===== src/rtl/fir_mac_seq.sv =====
// fir_mac_seq: TAPS-tap FIR multiply-accumulate on one shared multiplier, saturated Q(W-FRAC).FRAC output
module fir_mac_seq #(
    parameter int W    = 19,
    parameter int FRAC = 11,
    parameter int TAPS = 4
) (
    input  logic            clk,
    input  logic            rst,
    input  logic            start,
    input  logic [W-1:0]    x_in,
    input  logic [W*TAPS-1:0] coef,
    output logic [W-1:0]    y,
    output logic            done,
    output logic            busy,
    output logic            ovf
);
    localparam int IW = $clog2(TAPS);
    localparam int AW = 2*W + IW;
    typedef enum logic [1:0] {IDLE, MAC, OUT} state_t;
    state_t              state_q;
    logic signed [W-1:0] d_q [TAPS];
    logic signed [W-1:0] c_q [TAPS];
    logic signed [2*W-1:0] prod_d;
    logic signed [AW-1:0] acc_q, acc_d, r_d;
    logic [IW-1:0]       idx_q;
    logic [W-1:0]        y_q, y_d;
    logic                done_q, busy_q, ovf_q, ovf_d;
    always_comb begin
        prod_d = d_q[idx_q] * c_q[idx_q];
        acc_d  = acc_q + AW'(prod_d);
        r_d    = acc_q >>> FRAC;
        // r fits in W bits only when its bits above W-2 are pure sign copies
        ovf_d  = !(&r_d[AW-1:W-1] || ~|r_d[AW-1:W-1]);
        y_d    = ovf_d ? {r_d[AW-1], {(W-1){~r_d[AW-1]}}} : r_d[W-1:0];
    end
    always_ff @(posedge clk) begin
        if (!rst) begin
            state_q <= IDLE;
            for (int k = 0; k < TAPS; k++) begin
                d_q[k] <= '0;
                c_q[k] <= '0;
            end
            acc_q  <= '0;
            idx_q  <= '0;
            y_q    <= '0;
            done_q <= 1'b0;
            busy_q <= 1'b0;
            ovf_q  <= 1'b0;
        end else begin
            done_q <= 1'b0;
            case (state_q)
                IDLE: if (start) begin
                    d_q[0] <= x_in;
                    for (int k = 1; k < TAPS; k++) d_q[k] <= d_q[k-1];
                    for (int k = 0; k < TAPS; k++) c_q[k] <= coef[k*W +: W];
                    acc_q   <= '0;
                    idx_q   <= '0;
                    busy_q  <= 1'b1;
                    state_q <= MAC;
                end
                MAC: begin
                    acc_q   <= acc_d;
                    idx_q   <= idx_q + IW'(1);
                    state_q <= (idx_q == IW'(TAPS-1)) ? OUT : MAC;
                end
                OUT: begin
                    y_q     <= y_d;
                    ovf_q   <= ovf_d;
                    done_q  <= 1'b1;
                    busy_q  <= 1'b0;
                    state_q <= IDLE;
                end
                default: state_q <= IDLE;
            endcase
        end
    end
    assign y    = y_q;
    assign done = done_q;
    assign busy = busy_q;
    assign ovf  = ovf_q;
endmodule


===== config.mk =====
export PLATFORM = sky130hd
export DESIGN_NAME = fir_mac_seq
export DESIGN_NICKNAME = d
export VERILOG_FILES = /design/src/rtl/fir_mac_seq.sv
export SDC_FILE = /design/constraint.sdc
export NUM_CORES = 1
export LEC_CHECK = 0
export ABC_AREA = 1
export CORE_ASPECT_RATIO = 0.9
export CORE_MARGIN = 2
export CORE_UTILIZATION = 45
export CTS_CLUSTER_SIZE = 28
export DETAILED_ROUTE_END_ITERATION = 8
export DONT_BUFFER_PORTS = 1
export SLEW_MARGIN = 40
export SYNTH_ARGS = -nofsm -noshare
export SYNTH_HDL_FRONTEND = slang
export SYNTH_SLANG_ARGS = --single-unit

===== constraint.sdc =====
create_clock -name clk -period 13.6 [get_ports clk]
set_input_delay 0.68 -clock clk [delete_from_list [all_inputs] [get_ports clk]]
set_output_delay 0.68 -clock clk [all_outputs]
set_load 0.05 [all_outputs]

==> impl_metrics.tcl, run 1 <==
set metrics [dict create \
    status "finished clean" \
    holdPathStages 2 \
    drt-initial-drc-count 1692 \
    yosysMostFrequentCell "inv_1" \
    antenna_found_initial 1 \
    crit_path_end_kind "flip-flop" \
    synth_top_cell_area_share_pct 33.04 \
    grtUsageTotal_pct 23.68 \
    vias 19542 \
    dp_hpwl_um 56650 \
    initial_utilization_pct 45.46 \
    ys_top_cells_by_count "inv_1, nand2_1, nor2_1" \
    hold_violations 0 \
    cts_sinks 220 \
    rows 83 \
    nets 3692 \
    fin_ws_ns 5.138 \
    postCtsHoldBufs 0 \
    drv_cap 0 \
    fmax_mhz 118.2 \
    wl_um 69530 \
    first_pass_iters 5 \
    post_drt_wl_per_cell_um 18.18 \
    worstPathMaxFanout 47 \
    cts_setup_buffers 0 \
    io_pins 120 \
    setup-violations-final 0 \
    reg2reg_depth 27 \
    synth_async_sr_flop_share_pct 0 \
    clkTransAtPathRegs_ns 0.06 \
    slowest_stage "fa_2" \
    fill_cells 5544 \
    rsz0062_at_grt "false" \
    diodes 0 \
    finalCritPeriodShare_pct 62.22 \
    cp_slowest_stage_delay_ns 0.90 \
    grt_max_degree 101 \
    core-area_um2 56910 \
    syn-cell-area_um2 25870 \
    drive_gt1_share_pct 4.936 \
    finClkSkew_ns 0.03098 \
    final_util_pct 48.28 \
    via_per_inst 5.110 \
    syn_to_final_growth_pct 6.195 \
    yosysWarnings 0 \
    root_buffer "clkbuf_16" \
    grt_pass1_vias 19789 \
    yosysTopAreaCell "fa_1" \
    drtAntennaViolNets 0 \
    grt_first_pass_wirelength_um 109500 \
    drcViolationCount 0 \
    synth_seq_area_share_pct 22.90 \
    tritoncts "built" \
    drv_slew 0 \
    worstReg2RegEnd "acc_q[39]" \
    cts_max_level 1 \
    rrSetupSlack_ns 5.14 \
    finalWeightedCongestion 0.9440 \
    synth-seq-cells 220 \
    grt_overflow_total 0 \
    cp-start-kind "flip-flop" \
    worst_pin_slew_ns 0.7816 \
    cts_resized 0 \
    slew_headroom_pct 47.89 \
    stdcell_count 3824 \
    placedCellCount 3771 \
    synth_cell_type_count 38 \
    clk-insertion-delay-late_ns 0.59 \
    die_height_um 231.5 \
    cts_max_path_buffers 3 \
    avgSynthCellArea_um2 8.406 \
    dieArea_um2 59430 \
    numCtsBuffers 27 \
    critical_path_arrival_ns 8.91 \
    syn-num-nets 3732 \
    port_buffers 0 \
    finalSetupTns_ns 0 \
    hold_path_startpoint "rst" \
    required_ns 14.04 \
    min_to "y[0]" \
    pre_cts_ws_ns 5.097 \
    postSynthCellCount 3078 \
    die_w_um 256.8 \
    synthTopCellsByArea "fa_1, edfxtp_1, inv_1" \
    synth-edff-count 152 \
    criticalPathCategory "reg2reg" \
    period_needed_ns 8.462 \
    hold_class "in2reg" \
    synth_ff_type "edfxtp_1" \
]
## critical path, delay by kind of cell (launching register included)
kind | cells | cell delay, ns
flip-flops | 1 | 0.42
AND/OR/NAND/NOR | 12 | 1.92
adder cells (fa/ha/maj) | 8 | 4.29
AO/OA/AOI/OAI | 1 | 0.06
buffers and inverters | 6 | 1.59
## cells by family (layout without fill, tap and decap cells)
logic type | Yosys count | after routing | synth area share, %
AOI/OAI and AO/OA | 240 | 240 | 6.364
adders and majority gates | 556 | 556 | 39.28
and+or+nand+nor | 1139 | 1139 | 17.45
DFF | 220 | 220 | 22.90
buffers and inverters | 919 | 900 | 13.87
xor gates and xnor gates | 4 | 4 | 0.1354
## placed cells by master, fill, tap and decap left out, types with 2 or more instances in the layout
cell,instances
a21oi_1,144
a32oi_1,10
a32oi_2,17
a32oi_4,8
buf_4,20
buf_6,4
bufinv_16,3
clkbuf_1,4
clkbuf_16,27
clkinv_1,5
clkinv_2,5
dfxtp_1,67
edfxtp_1,152
fa_1,426
ha_1,129
inv_1,787
inv_2,36
inv_6,3
nand2_1,533
nand2_2,2
nand3_1,71
nand3_2,2
nand3b_1,12
nand4_1,12
nor2_1,475
nor2_2,4
nor3_1,13
nor4_1,4
o21ai_0,44
o21bai_1,9
or2_2,8
xnor2_1,3
## area by class of cell
class,count,area (um^2),share of cell area (%)
clock buffer,32,704.4,2.564
inverter,825,3100,11.28
multi-input combinational,1939,16390,59.66
timing repair buffer,25,200.2,0.7286
tap,765,957.2,3.484
clock inverter,18,191.4,0.6968
sequential,220,5929,21.58
## layer usage
layer	vias up	global-route usage [%]	wire length, um
met2	558	37.90	32330
met5	-	0	0
li1	9025	-	-
met3	90	4.156	4629
met4	0	6.268	1671
met1	9869	33.36	30900
## registers in the layout (all words and copies together), names as in the netlist, named ones only
signal / cells
acc_q: 40
busy: 1
c_q: 76
d_q: 76
done: 1
idx_q: 2
ovf: 1
state_q: 2
y: 19
## how the worst max path moves through the flow
stage                      endpoint  slack [ns]  startpoint
after floorplan           c_q[0][0]        1.38       start
after CTS                 acc_q[39]        5.03   flip-flop
after global placement    acc_q[36]        5.03   flip-flop
after detailed placement  acc_q[39]        5.10   flip-flop
after global routing      acc_q[36]        4.63   flip-flop
final                     acc_q[39]        5.14   flip-flop
## metrics by stage
stage	instance area (um^2)	hold WS, ns
finish	27480	0.2050
global placement	26540	0.4555
global route	27480	0.1898
CTS	27460	0.1773
detailed placement	26560	0.4583
floorplan	25870	0.4452
Power of run 1 is not shown: default switching activity piles up to over one toggle a cycle in this logic, so the estimate is an artifact.
==> run 2, diff against run 1 <==
- ABC_AREA: 1 -> 0
- clock period: 13.6 -> 7.05 ns (I/O delays scaled with it)
==> impl_metrics.tcl, run 2 <==
set metrics [dict create \
    rsz0062_at_grt "true" \
    yosysTopAreaCell "fa_1" \
    period_needed_ns 7.461 \
    grt_max_degree 155 \
    status "finished, violations left" \
    synth_top_cell_area_share_pct 34.67 \
    drtAntennaViolNets 0 \
    finalWeightedCongestion 0.9304 \
    slowest_stage "fa_1" \
    die_w_um 250.7 \
    wl_um 64120 \
    antenna_found_initial 0 \
    violations "setup timing" \
    fill_cells 4630 \
    slew_headroom_pct 44.80 \
    grt_first_pass_wirelength_um 105500 \
    finalSetupTns_ns -3.374 \
    grt_pass1_vias 20140 \
    crit_path_end_kind "flip-flop" \
    synth-seq-cells 220 \
    vias 18024 \
    finalCritPeriodShare_pct 105.8 \
    fmax_mhz 134.0 \
    drt-initial-drc-count 953 \
    dp_hpwl_um 50920 \
    setup-violations-final 16 \
    drv_cap 0 \
    synth-edff-count 152 \
    cts_max_path_buffers 3 \
    criticalPathCategory "reg2reg" \
    synth_ff_type "edfxtp_1" \
    critical_path_arrival_ns 7.92 \
    critical_path_buf_inv_count 7 \
    drive_gt1_share_pct 21.07 \
    avgSynthCellArea_um2 9.916 \
    initial_utilization_pct 45.47 \
    hold_class "in2reg" \
    cp_top_family "adder cells" \
    syn-cell-area_um2 24650 \
    top_regs "c_q: 76 flops, d_q: 76 flops, acc_q: 40 flops" \
    required_ns 7.51 \
    diodes 0 \
    tritoncts "built" \
    pre_cts_ws_ns -0.6299 \
    grtUsageTotal_pct 23.90 \
    cp_slowest_stage_delay_ns 0.54 \
    synthTopCellsByArea "fa_1, edfxtp_1, inv_1" \
    io_pins 120 \
    yosysWarnings 0 \
    fin_ws_ns -0.4106 \
    dieArea_um2 56670 \
    multiInputGateArea_um2 17180 \
    yosysMostFrequentCell "inv_1" \
    rows 81 \
    grt_overflow_total 0 \
    core-area_um2 54220 \
    cpMostUsedCell "fa_1" \
    drv_slew 0 \
    synth_cell_type_count 64 \
    worstPathMaxFanout 13 \
    cts_max_level 1 \
    nets 3524 \
    synth_seq_area_share_pct 24.04 \
    cts_sinks 220 \
    mostFrequentLayoutCell "inv_1" \
    syn-num-nets 3140 \
    port_buffers 0 \
    drcViolationCount 0 \
    via_per_inst 5.014 \
    clkTransAtPathRegs_ns 0.06 \
    whs_ns 0.04461 \
    post_drt_wl_per_cell_um 17.83 \
    postSynthCellCount 2486 \
    most-common-layout-cells "inv_1, fa_1, buf_4" \
    ys_top_cells_by_count "inv_1, fa_1, nor2_1" \
    die_height_um 226.0 \
    synth_async_sr_flop_share_pct 0 \
    syn_to_final_growth_pct 26.32 \
    worst_pin_slew_ns 0.8280 \
    clk-insertion-delay-late_ns 0.57 \
    root_buffer "clkbuf_16" \
    hold_violations 0 \
    regArea_um2 5933 \
    finClkSkew_ns 0.02284 \
    cp-start-kind "flip-flop" \
    numCtsBuffers 26 \
    first_pass_iters 6 \
]
-- run 2: cell count changes after synthesis, moves of 37 or more --
cell	previous run	this run
inv_1	787	539
and2_1	1	161
clkbuf_1	31	86
a21oi_1	144	49
buf_2	42	5
nor2_1	478	226
inv_2	38	0
nand2_1	534	223
nand3_1	71	7
-- run 2: metal layers --
metal / GRT usage, % / share of wire [%] / up-vias
met5: 0 / 0 / -
met4: 6.336 / 2.6 / 0
met3: 3.757 / 5.4 / 98
met2: 43.32 / 51 / 377
met1: 29.73 / 41 / 9153
li1: - / - / 8396
-- run 2: final cells by class --
cell class | instances | area share, %
Clock buffer | 28 | 2.182
Clock inverter | 20 | 0.7674
Inverter | 539 | 6.497
Multi-Input combinational cell | 1627 | 55.16
Sequential cell | 220 | 19.05
Tap cell | 705 | 2.833
Timing Repair Buffer | 456 | 13.51
-- run 2: timing repair --
item,CTS,global route
resized for setup,97,69
buffers inserted,31,27
pin swaps,41,38
gates cloned,2,3
hold buffers,95,0
hold endpoints to repair,144,0
setup endpoints to repair,23,25
-- run 2: final timing paths --
kind | slack, ns | start | cells after the start | endpoint
hold reg to reg | 0.49 | acc_q[31] | 2 | acc_q[31]
setup / recovery | -0.41 | flip-flop | 27 | acc_q[37]
hold / removal | 0.04 | x_in[0] | 1 | d_q[0][0]
setup reg to reg | -0.41 | flip-flop | 27 | acc_q[37]
-- run 2: cell families (layout without fill, tap and decap cells) --
group,after synthesis,in the layout,synth area share [%]
simple gates,703,703,13.29
buf+inv,639,1043,9.755
fa+ha+maj,556,556,41.22
compound gates,253,253,6.771
flops,220,220,24.04
mux,73,73,3.431
xor+xnor,42,42,1.492
-- run 2: per-stage QoR --
step           instance area (um^2)  cells  utilization [%]
6_report                      31140   3595            57.43
3_5_place_dp                  27950   3389            51.56
2_1_floorplan                 25130   2486                -
3_3_place_gp                  27940   3389            51.54
5_1_grt                       31140   3595            57.43
4_1_cts                       30550   3565            56.34
Power of run 2 is left out for the same reason.
==> run 3, diff against run 2 <==
- CORE_ASPECT_RATIO: 0.9 -> 0.8
- RECOVER_POWER: default -> 25
==> impl_metrics.tcl, run 3 (synthesis results as in run 2) <==
set metrics [dict create \
    drtAntennaViolNets 0 \
    worstReg2RegEnd "acc_q[37]" \
    final_cell_area_um2 31440 \
    crit_path_end_kind "flip-flop" \
    die_height_um 213.3 \
    die_w_um 265.7 \
    core-area_um2 54010 \
    holdPathStages 1 \
    criticalPathCategory "reg2reg" \
    global_route.usage.met3_pct 3.675 \
    numCtsBuffers 26 \
    syn_to_final_growth_pct 27.53 \
    required_ns 7.49 \
    rsz0062_at_grt "true" \
    grt.met2_usage_pct 40.77 \
    finalSetupTns_ns -3.553 \
    root_buffer "clkbuf_16" \
    fin_ws_ns -0.4247 \
    port_buffers 0 \
    finalWeightedCongestion 0.9234 \
    whs_ns -0.04166 \
    cts_max_level 1 \
    io_pins 120 \
    first_pass_iters 5 \
    post_drt_wl_per_cell_um 17.77 \
    tritoncts "built" \
    top_regs "c_q: 76 flops, d_q: 76 flops, acc_q: 40 flops" \
    initial_utilization_pct 45.64 \
    grt_first_pass_wirelength_um 103800 \
    min_to "acc_q[11]" \
    drt-initial-drc-count 1045 \
    setup-violations-final 15 \
    hold_violations 12 \
    fmax_mhz 133.8 \
    grt_busiest_layer "met2" \
    drcViolationCount 0 \
    slew_headroom_pct -29.65 \
    reg2reg_depth 28 \
    finalCritPeriodShare_pct 106.0 \
    drive_gt1_share_pct 21.85 \
    dieArea_um2 56680 \
    nets 3537 \
    grt_pass1_vias 19836 \
    grt_overflow_total 0 \
    clkTransAtPathRegs_ns 0.06 \
    worst_pin_slew_ns 1.945 \
    antenna_found_initial 1 \
    rrSetupSlack_ns -0.42 \
    slowest_stage "fa_1" \
    cpMostUsedCell "fa_1" \
    vias 18146 \
    violations "hold timing, capacitance limit, slew limit, setup timing" \
    drv_cap 1 \
    cts_max_path_buffers 3 \
    grtUsageTotal_pct 23.45 \
    worstPathMaxFanout 6 \
    period_needed_ns 7.475 \
    grt_max_degree 93 \
    via_per_inst 5.035 \
    most-common-layout-cells "inv_1, fa_1, buf_4" \
    rows 76 \
    hold_class "in2reg" \
    wl_um 64030 \
    dp_hpwl_um 49990 \
    critical_path_arrival_ns 7.91 \
    post_dp_cell_area_um2 27960 \
    hold_path_startpoint "rst" \
    cp-start-kind "flip-flop" \
    cp_slowest_stage_delay_ns 0.50 \
    status "finished, violations left" \
    drv_slew 64 \
    mostFrequentLayoutCell "inv_1" \
    diodes 0 \
    clk-insertion-delay-late_ns 0.55 \
    cts_sinks 220 \
    met1_usage_pct 30.99 \
    finClkSkew_ns 0.01463 \
]
[run 3: critical path: cells and delay by family, from the launching register on]
family	cells	cell delay, ns
flip-flops	1	0.39
multiplexers	1	0.35
AO/OA/AOI/OAI	8	1.88
buffers and inverters	8	0.76
adder cells (fa/ha/maj)	8	3.61
AND/OR/NAND/NOR	3	0.38
[run 3: layout make-up]
cell class	count	area, um^2
Sequential cell	220	5933
Clock buffer	31	690.7
Inverter	539	2027
Tap cell	702	878.3
Fill cell	4715	22570
Timing Repair Buffer	468	4413
Multi-Input combinational cell	1628	17290
Clock inverter	16	210.2
[run 3: worst max-delay path by stage]
stage	endpoint	slack [ns]
final	acc_q[37]	-0.42
after global routing	acc_q[37]	-0.67
after CTS	acc_q[38]	-0.42
after detailed placement	acc_q[37]	-0.57
after global placement	acc_q[36]	-0.53
after floorplan	acc_q[37]	-0.03
[run 3: metal layers]
metal | wire, um | vias up | share of wire (%)
li1 | - | 8425 | -
met1 | 27170 | 9225 | 42
met2 | 31100 | 408 | 49
met3 | 3975 | 86 | 6.2
met4 | 1661 | 2 | 2.6
met5 | 131 | - | 0.20
[run 3: what timing repair did]
item	in CTS	in global routing
pin swaps	20	66
setup buffers	28	49
gates cloned	1	3
hold buffers	98	1
endpoints found under the hold margin	110	14
setup endpoints to repair	20	27
resized for setup	60	144
[run 3: metrics by stage]
| stage | setup slack (ns) | hold WS (ns) | instances | utilization (%) |
|---|---|---|---|---|
| final | -0.4247 | -0.04166 | 3604 | 58.21 |
| after global routing | -0.6747 | -0.06135 | 3604 | 58.21 |
| after CTS | -0.4208 | -0.09222 | 3554 | 56.20 |
| after detailed placement | -0.5685 | 0.4820 | 3380 | 51.76 |
| after global placement | -0.5268 | 0.4791 | 3380 | 51.74 |
| after floorplan | -0.03298 | 0.4536 | 2486 | - |
Power of run 3 is left out for the same reason.
